**src/rtl/icache_fill_ctrl.sv**
```systemverilog
// Instruction-cache line-RAM owner: hit lookup, 16-word miss refill and full
// flush sweep over an external 1024-line RAM with combinational read.
module icache_fill_ctrl #(
    parameter int unsigned INDEX_W = 10,
    parameter int unsigned WORDS   = 16,
    parameter int unsigned TAG_W   = 16
) (
    input  logic                            clk,
    input  logic                            rst,
    input  logic                            req_valid,
    input  logic [31:0]                     req_addr,
    output logic                            resp_valid,
    output logic [31:0]                     resp_data,
    output logic                            busy,
    input  logic                            flush,
    output logic                            mem_req,
    output logic [31:0]                     mem_addr,
    input  logic                            mem_ack,
    input  logic [31:0]                     mem_rdata,
    output logic                            cache_we,
    output logic [INDEX_W-1:0]              cache_addr,
    output logic [1+TAG_W+32*WORDS-1:0]     cache_wdata,
    input  logic [1+TAG_W+32*WORDS-1:0]     cache_rdata
);

    localparam int unsigned OFF_W  = $clog2(WORDS);
    localparam int unsigned DATA_W = 32 * WORDS;
    localparam int unsigned LINE_W = 1 + TAG_W + DATA_W;

    typedef enum logic [1:0] {
        IDLE,
        FILL,
        WRITE,
        FLUSH
    } state_t;

    state_t               state;
    state_t               state_nx;

    logic [TAG_W-1:0]     tag_q;
    logic [INDEX_W-1:0]   index_q;
    logic [OFF_W-1:0]     fill_cnt;
    logic [INDEX_W-1:0]   sweep_cnt;
    logic                 flush_pending;
    logic [DATA_W-1:0]    line_buf;

    logic [TAG_W-1:0]     req_tag;
    logic [INDEX_W-1:0]   req_index;
    logic [OFF_W-1:0]     req_off;
    logic                 flush_go;
    logic                 line_valid;
    logic [TAG_W-1:0]     line_tag;
    logic                 hit;
    logic [31:0]          sel_word;
    logic                 last_word;
    logic                 last_index;
    logic                 unused_addr_bits;

    assign req_tag          = req_addr[31 -: TAG_W];
    assign req_index        = req_addr[OFF_W+2 +: INDEX_W];
    assign req_off          = req_addr[2 +: OFF_W];
    assign unused_addr_bits = ^req_addr[1:0];

    assign flush_go   = flush | flush_pending;
    assign line_valid = cache_rdata[LINE_W-1];
    assign line_tag   = cache_rdata[LINE_W-2 -: TAG_W];
    assign hit        = req_valid && line_valid && (line_tag == req_tag);
    assign sel_word   = cache_rdata[{req_off, 5'd0} +: 32];
    assign last_word  = (fill_cnt == OFF_W'(WORDS - 1));
    assign last_index = &sweep_cnt;

    always_ff @(posedge clk or posedge rst) begin
        if (rst) begin
            state <= IDLE;
        end else begin
            state <= state_nx;
        end
    end

    always_comb begin
        state_nx = state;
        unique case (state)
            IDLE: begin
                if (flush_go) begin
                    state_nx = FLUSH;
                end else if (req_valid && !hit) begin
                    state_nx = FILL;
                end
            end
            FILL: begin
                if (mem_ack && last_word) begin
                    state_nx = WRITE;
                end
            end
            WRITE: state_nx = IDLE;
            FLUSH: begin
                if (last_index) begin
                    state_nx = IDLE;
                end
            end
            default: state_nx = IDLE;
        endcase
    end

    // Flushes arriving mid-fill are remembered so the fill still lands first.
    always_ff @(posedge clk or posedge rst) begin
        if (rst) begin
            tag_q         <= '0;
            index_q       <= '0;
            fill_cnt      <= '0;
            sweep_cnt     <= '0;
            flush_pending <= 1'b0;
            line_buf      <= '0;
        end else begin
            unique case (state)
                IDLE: begin
                    if (flush_go) begin
                        flush_pending <= 1'b0;
                        sweep_cnt     <= '0;
                    end else if (req_valid && !hit) begin
                        tag_q    <= req_tag;
                        index_q  <= req_index;
                        fill_cnt <= '0;
                    end
                end
                FILL: begin
                    if (flush) begin
                        flush_pending <= 1'b1;
                    end
                    if (mem_ack) begin
                        line_buf[{fill_cnt, 5'd0} +: 32] <= mem_rdata;
                        fill_cnt <= fill_cnt + 1'b1;
                    end
                end
                WRITE: begin
                    if (flush) begin
                        flush_pending <= 1'b1;
                    end
                end
                FLUSH: sweep_cnt <= sweep_cnt + 1'b1;
                default: ;
            endcase
        end
    end

    // Outputs are forced low while rst is held so the bus is quiet immediately.
    always_comb begin
        resp_valid  = 1'b0;
        resp_data   = '0;
        busy        = 1'b0;
        mem_req     = 1'b0;
        mem_addr    = '0;
        cache_we    = 1'b0;
        cache_addr  = '0;
        cache_wdata = '0;
        if (!rst) begin
            unique case (state)
                IDLE: begin
                    cache_addr = req_valid ? req_index : index_q;
                    if (!flush_go && hit) begin
                        resp_valid = 1'b1;
                        resp_data  = sel_word;
                    end
                end
                FILL: begin
                    busy     = 1'b1;
                    mem_req  = 1'b1;
                    mem_addr = {tag_q, index_q, fill_cnt, 2'b00};
                end
                WRITE: begin
                    busy        = 1'b1;
                    cache_we    = 1'b1;
                    cache_addr  = index_q;
                    cache_wdata = {1'b1, tag_q, line_buf};
                end
                FLUSH: begin
                    busy       = 1'b1;
                    cache_we   = 1'b1;
                    cache_addr = sweep_cnt;
                end
                default: ;
            endcase
        end
    end

endmodule

```
**config.mk**
```make
export PLATFORM = sky130hd
export DESIGN_NAME = icache_fill_ctrl
export DESIGN_NICKNAME = d
export VERILOG_FILES = /design/src/rtl/icache_fill_ctrl.sv
export SDC_FILE = /design/constraint.sdc
export NUM_CORES = 1
export LEC_CHECK = 0
export ABC_AREA = 1
export BUFFER_PORTS_ARGS = -buffer_cell sky130_fd_sc_hd__buf_2
export CAP_MARGIN = 20
export CORE_AREA = 4 4 469 471
export CTS_CLUSTER_SIZE = 40
export DETAILED_ROUTE_END_ITERATION = 10
export DIE_AREA = 0 0 473 475
export PLACE_DENSITY_LB_ADDON = 0.12
export SLEW_MARGIN = 20
export SYNTH_ARGS = -nofsm -noshare
export SYNTH_HDL_FRONTEND = slang
export SYNTH_SLANG_ARGS = --single-unit
export TNS_END_PERCENT = 20
```
**constraint.sdc**
```tcl
create_clock -name clk -period 17.59 [get_ports clk]
set_clock_uncertainty 0.1 [all_clocks]
set_input_delay 1.759 -clock clk [delete_from_list [all_inputs] [get_ports clk]]
set_output_delay 1.759 -clock clk [all_outputs]
set_load 0.05 [all_outputs]
```
==> flow_summary.yaml, run 1 <==
status:
  status: "complete, no violations"
yosys:
  syn-cell-area_um2: 31500
  synthTopCellsByCount: "nand2_1 (1065), nor2_1 (799), o21ai_0 (648)"
  ys.warnings.count: 0
  yosysMostFrequentCell: "nand2_1"
  synth_top_area_cell: "dfrtp_1"
  synth-main-ff-cell: "dfrtp_1"
  yosysTopAreaCellShare: 0.441
  avgSynthCellArea_um2: 6.90
  async_flop_share: 1.00
  syn_inst: 4565
  seq_area_frac_synth: 0.441
  synth.distinct_cells: 47
  ys_ff_latch: 555
  yosys-top-cells-area: "dfrtp_1 (44%), nand2_1 (13%), o21ai_0 (10%)"
  synth-edff-count: 0
routing:
  drt_iter0_markers: 2296
  drt-total-wl_um: 219000
  num_vias: 34500
  final_antenna_net_count: 0
  via_per_inst: 4.05
  drt_first_pass_iters: 7
  wl_per_cell_um: 25.7
  route.detailed.drc: 0
critical_path:
  cp_num_buf_inv: 4
  cp-start-kind: "input pin"
  crit_chain: "buf_8, buf_4, buf_4, a21oi_1, o21ai_0, nand3_1, o21ai_0, o22ai_1, nor2_1, buf_2"
  cp_slowest_cell: "buf_4"
  reg2reg_depth: 10
  max_stage_delay_ns: 0.64
  crit_type: "in -> out"
  cp-end-kind: "output port"
  worstPathArrival_ns: 5.34
  required_ns: 15.73
  path_depth: 10
  crit_family: "buffers and inverters"
  r2r_start: "fill_cnt[0]$_DFFE_PP0P_"
  reg2reg_slack_ns: 13.40
  r2r_end: "line_buf[317]$_DFFE_PP0P_"
  crit_start: "req_addr[2]"
  critPathCapture: "resp_data[25]"
  cp_max_fo: 88
clock_network:
  cts.path.max_buffers: 3
  cts-root-buf: "clkbuf_16"
  clk_pin_slew_worst_paths_ns: 0.06
  cts_tree: "done"
  hold_buffers: 0
  post-cts-setup-buffers: 0
  clk_latency_ns: 0.68
  htreeDepth: 3
  post_cts_resized: 0
  cts-buffers-inserted: 76
  cts_sinks: 555
hold_path:
  hp-start: "line_buf[43]$_DFFE_PP0P_"
  hp-class: "reg -> reg"
timing:
  fin_tns_setup_ns: 0
  fin_crit_sh: 0.409
  period_minus_slack_ns: 7.20
  slew_headroom: 0.227
  finalSetupViolations: 0
  drv_slew: 0
  finalHoldViolCount: 0
  whs_ns: 0.373
  worst_pin_slew_ns: 1.16
  fmax_mhz: 139
  rsz0062_at_grt: "false"
power:
  seq_power_share: 0.307
  p_per_area_nw_per_um2: 116
  power_w: 0.00497
  switching_share: 0.450
  p_int_w: 0.00273
  pwr-share-comb: 0.370
  leakage_nw: 21.9
  p_sw_w: 0.00224
  ir_drop_mv: 0.0781
  clock_power_share: 0.324
grt:
  use_met1: 0.227
  grt_pass1_wl_um: 293000
  grt_max_degree: 147
  grt_antenna_before_repair: 95
  gr-usage-all-layers: 0.187
  top_usage_layer: "met2"
  overflow: 0
  first_global_vias: 34100
  use_met3: 0.0624
  use_met2: 0.315
floorplanning:
  rows: 171
  core-area_um2: 216000
  start_util: 0.146
  die_w_um: 473
  dieArea_um2: 225000
  num_io_pins: 1205
  die_h_um: 475
placement:
  port_buffers: 1200
  hpwl_um: 171000
  place.gp.congestion: 0.880
cells_and_area:
  drive_above_1_share: 0.259
  utilization: 0.198
  nets: 6178
  syn_to_final_growth_pct: 36.1
run:
  cap_violations: 0
[registers in the layout (all words and copies together), names as in the netlist]
signal,count
state,2
fill_cnt,4
flush_pending,1
tag_q,16
line_buf,512
index_q,10
sweep_cnt,10
[worst register-to-register path, cell delays in order, from the launching register on]
cell and delay (ns):
dfrtp_1 0.49, clkinv_2 0.33, ha_2 0.31, nand2_2 0.09, nand2_1 0.42, inv_2 0.86, nand2_2 0.21, nor2_4 0.51
buf_4 0.49, nand2_1 0.20, o21ai_1 0.10
[per-layer routing]
metal  vias to the layer above  routed length [µm]
met5                         -                 367
met1                     16500               89800
met2                      1160              104000
li1                      16500                   -
met4                        58                5890
met3                       253               18600
[cells by family after synthesis]
family,Yosys count,share of synthesized area
AND/OR/NAND/NOR,2066,0.260
AO/OA/AOI/OAI,1041,0.170
buffers and inverters,825,0.104
flip-flops,555,0.441
multiplexers,64,0.0206
adder cells (fa/ha/maj),8,0.00318
XOR/XNOR,5,0.00139
other,1,0.000119
[layout by cell type (no fill, tap or decap), types with 13 or more instances in the layout]
master	synthesis	layout
o21ai_0	648	645
nand2_1	1065	1065
clkbuf_8	0	19
clkbuf_1	232	23
inv_1	446	443
o21ai_1	97	99
buf_2	68	1198
mux2i_1	58	58
buf_4	14	59
diode_2	0	34
nor2_1	799	799
nor3_1	66	66
o211ai_1	13	13
a21oi_1	235	235
inv_2	39	40
dfrtp_1	555	555
clkbuf_16	0	76
nand3_1	95	95
o22ai_1	27	27
[how the worst min path moves through the flow]
stage | to | slack (ns) | depth (start not counted)
final | line_buf[43]$_DFFE_PP0P_ | 0.37 | 2
after global routing | line_buf[256]$_DFFE_PP0P_ | 0.40 | 2
after CTS | line_buf[35]$_DFFE_PP0P_ | 0.38 | 2
after detailed placement | line_buf[43]$_DFFE_PP0P_ | 0.36 | 2
after global placement | line_buf[35]$_DFFE_PP0P_ | 0.36 | 2
after floorplan | line_buf[35]$_DFFE_PP0P_ | 0.34 | 2
[through the flow]
step	std cells	setup WS, ns	area (µm²)
finish	8514	10.39	42900
global route	8490	10.23	42800
CTS	8478	10.44	42800
detailed placement	8346	10.48	40200
global placement	8346	10.51	40200
floorplan	4566	3.14	31500
[cell type report]
class / instances / area [µm²]
clock inverter: 14 / 293
tap: 2854 / 3570
inverter: 490 / 1860
sequential: 555 / 13900
antenna: 34 / 85.1
fill: 25200 / 173000
timing repair buffer: 1263 / 6560
multi-input combinational: 3186 / 14400
clock buffer: 118 / 2250
[power by group through the flow]
stage	Clock [W]	Sequential, W	Combinational, W
after floorplan	0	0.00153	0.00116
after global placement	0	0.00154	0.00188
after detailed placement	0	0.00155	0.00188
after CTS	0.00168	0.00153	0.00189
after global routing	0.00173	0.00155	0.00201
final	0.00161	0.00153	0.00184
Note: power is estimated with default switching activity, not from simulation.
==> run 2: changes to the inputs <==
--- a/config.mk
+++ b/config.mk
@@ -8,10 +8,10 @@
 export ABC_AREA = 1
 export BUFFER_PORTS_ARGS = -buffer_cell sky130_fd_sc_hd__buf_2
 export CAP_MARGIN = 20
-export CORE_AREA = 4 4 469 471
+export CORE_AREA = 4 4 472 474
 export CTS_CLUSTER_SIZE = 40
 export DETAILED_ROUTE_END_ITERATION = 10
-export DIE_AREA = 0 0 473 475
+export DIE_AREA = 0 0 476 478
 export PLACE_DENSITY_LB_ADDON = 0.12
 export SLEW_MARGIN = 20
 export SYNTH_ARGS = -nofsm -noshare
==> constraint.sdc (replaced) <==
create_clock -name clk -period 6.7 [get_ports clk]
set_clock_uncertainty 0.1 [all_clocks]
set_input_delay 0.67 -clock clk [delete_from_list [all_inputs] [get_ports clk]]
set_output_delay 0.67 -clock clk [all_outputs]
set_load 0.05 [all_outputs]
==> run 2 against run 1 <==
Compared with the run above:
- wire length grew 1.7%
- sequential share of layout area shrank 0.086 points
- global-route usage is essentially flat
- critical path depth shrank 2
==> flow_summary.yaml, run 2 (synthesis gave the netlist of run 1 again) <==
timing:
  whs_ns: 0.101
  fin_crit_sh: 0.735
  worst_pin_slew_ns: 1.11
  period_minus_slack_ns: 4.92
  finalHoldViolCount: 0
  rsz0062_at_grt: "false"
  drv_slew: 0
  finalSetupViolations: 0
  fmax_mhz: 203
  worst_slack_ns: 1.78
  slew_headroom: 0.255
routing:
  final_antenna_net_count: 0
  via_per_inst: 4.06
  wl_per_cell_um: 26.1
  drt_iter0_markers: 2003
  num_vias: 34700
  route.detailed.drc: 0
  drt-total-wl_um: 223000
  drt_first_pass_iters: 5
grt:
  grt_max_degree: 146
  gr-usage-all-layers: 0.187
  overflow: 0
  use_met3: 0.0513
  first_global_vias: 34500
  use_met1: 0.238
  top_usage_layer: "met2"
  grt_antenna_before_repair: 108
  grt_pass1_wl_um: 297000
  use_met2: 0.318
clock_network:
  post-cts-setup-buffers: 0
  clk_latency_ns: 0.69
  clk_pin_slew_worst_paths_ns: 0.06
  htreeDepth: 3
  cts-root-buf: "clkbuf_16"
  cts_sinks: 555
  cts.path.max_buffers: 3
  cts_tree: "done"
  post_cts_resized: 0
  cts-buffers-inserted: 78
  hold_buffers: 0
floorplanning:
  dieArea_um2: 228000
  num_io_pins: 1205
  core-area_um2: 219000
  die_h_um: 478
  rows: 172
  die_w_um: 476
  start_util: 0.144
critical_path:
  reg2reg_depth: 9
  worstPathArrival_ns: 4.15
  r2r_end: "line_buf[310]$_DFFE_PP0P_"
  required_ns: 5.93
  cp-start-kind: "flop"
  cp_slowest_cell: "nor2_1"
  crit_type: "reg -> out"
  cp_max_fo: 30
  max_stage_delay_ns: 0.67
  crit_chain: "inv_1, ha_1, nand2_1, nor2_1, nand4_1, buf_4, nor2_1, buf_2"
  path_common_cell: "nor2_1"
  cp-end-kind: "output port"
  reg2reg_slack_ns: 2.74
  r2r_start: "fill_cnt[1]$_DFFE_PP0P_"
cells_and_area:
  n_fill_cell: 25500
  multiInputGateArea_um2: 14400
  layout_commonest_cell: "buf_2"
  drive_above_1_share: 0.261
  layout.area.seq_um2: 13900
  layout_common_cells: "buf_2 (1197), nand2_1 (1065), nor2_1 (798)"
  largestRegisters: "line_buf: 512 flops, tag_q: 16 flops"
  nets: 6184
  syn_to_final_growth_pct: 36.4
  largest_reg_flops: 512
  largest_register: "line_buf"
status:
  status: "complete, no violations"
placement:
  port_buffers: 1200
  hpwl_um: 174000
  place.gp.congestion: 0.878
  pre_cts_slack_ns: 2.16
power:
  ir_drop_mv: 0.175
  p_per_area_nw_per_um2: 307
  power_w: 0.0132
  leakage_nw: 22.0
hold_path:
  hold_depth: 3
  hp-class: "in -> reg"
  min_to: "index_q[5]$_DFFE_PP0P_"
  hp-start: "req_addr[11]"
run:
  cap_violations: 0
-- run 2: changes by cell type in the layout (fill, tap and decap cells not counted), moves of 2 or more --
| cell | change |
|---|---|
| diode_2 | -11 |
| o21ai_1 | +2 |
| buf_12 | +2 |
| clkinv_2 | +6 |
| buf_4 | +3 |
| clkbuf_8 | -3 |
| clkbuf_16 | +2 |
-- run 2: per-stage QoR --
step           instance area (µm²)  utilization  cells  TNS [ns]
5_1_grt                      42900        0.196   8514         0
6_report                     43000        0.196   8532         0
2_1_floorplan                31500            -   4566  -1062.57
4_1_cts                      42900        0.196   8508         0
3_3_place_gp                 40300        0.184   8368         0
3_5_place_dp                 40300        0.184   8368         0
-- run 2: area by class of cell --
type                            count  share of cell area
Multi-Input combinational cell   3186               0.335
Sequential cell                   555               0.323
Timing Repair Buffer             1267               0.154
Tap cell                         2871              0.0836
Clock buffer                      118              0.0526
Inverter                          490              0.0432
Clock inverter                     22             0.00789
Antenna cell                       23             0.00134
-- run 2: worst max path at each step --
stage / startpoint / to / slack (ns) / cells after the start
global route: state[0]$_DFFE_PP0P_ / resp_data[16] / 1.62 / 8
global placement: req_addr[2] / resp_data[25] / 2.17 / 9
CTS: state[0]$_DFFE_PP0P_ / resp_data[16] / 1.67 / 8
detailed placement: req_addr[2] / resp_data[25] / 2.16 / 9
floorplan: rst / cache_addr[0] / -5.57 / 4
finish: state[0]$_DFFE_PP0P_ / resp_data[16] / 1.78 / 8
-- run 2: routing by layer --
| metal | up-vias | part of all wire |
|---|---|---|
| met1 | 16700 | 0.43 |
| met5 | - | 0.0012 |
| li1 | 16500 | - |
| met4 | 46 | 0.018 |
| met3 | 247 | 0.076 |
| met2 | 1199 | 0.47 |
-- run 2: critical path, delay by kind of cell, from the launching register on --
family	cells	cell delay [ns]
and+or+nand+nor	4	1.46
adders and majority gates	1	0.58
DFF	1	0.41
buffers and inverters	3	0.95
-- run 2: where the power goes --
| part | switching [W] | leakage (nW) | internal (W) | total (W) |
|---|---|---|---|---|
| clock | 0.00183 | 1.26 | 0.00248 | 0.00431 |
| sequential | 0.000220 | 7.06 | 0.00379 | 0.00401 |
| combinational | 0.00394 | 13.6 | 0.000947 | 0.00489 |
| total | 0.00599 | 22.0 | 0.00722 | 0.0132 |
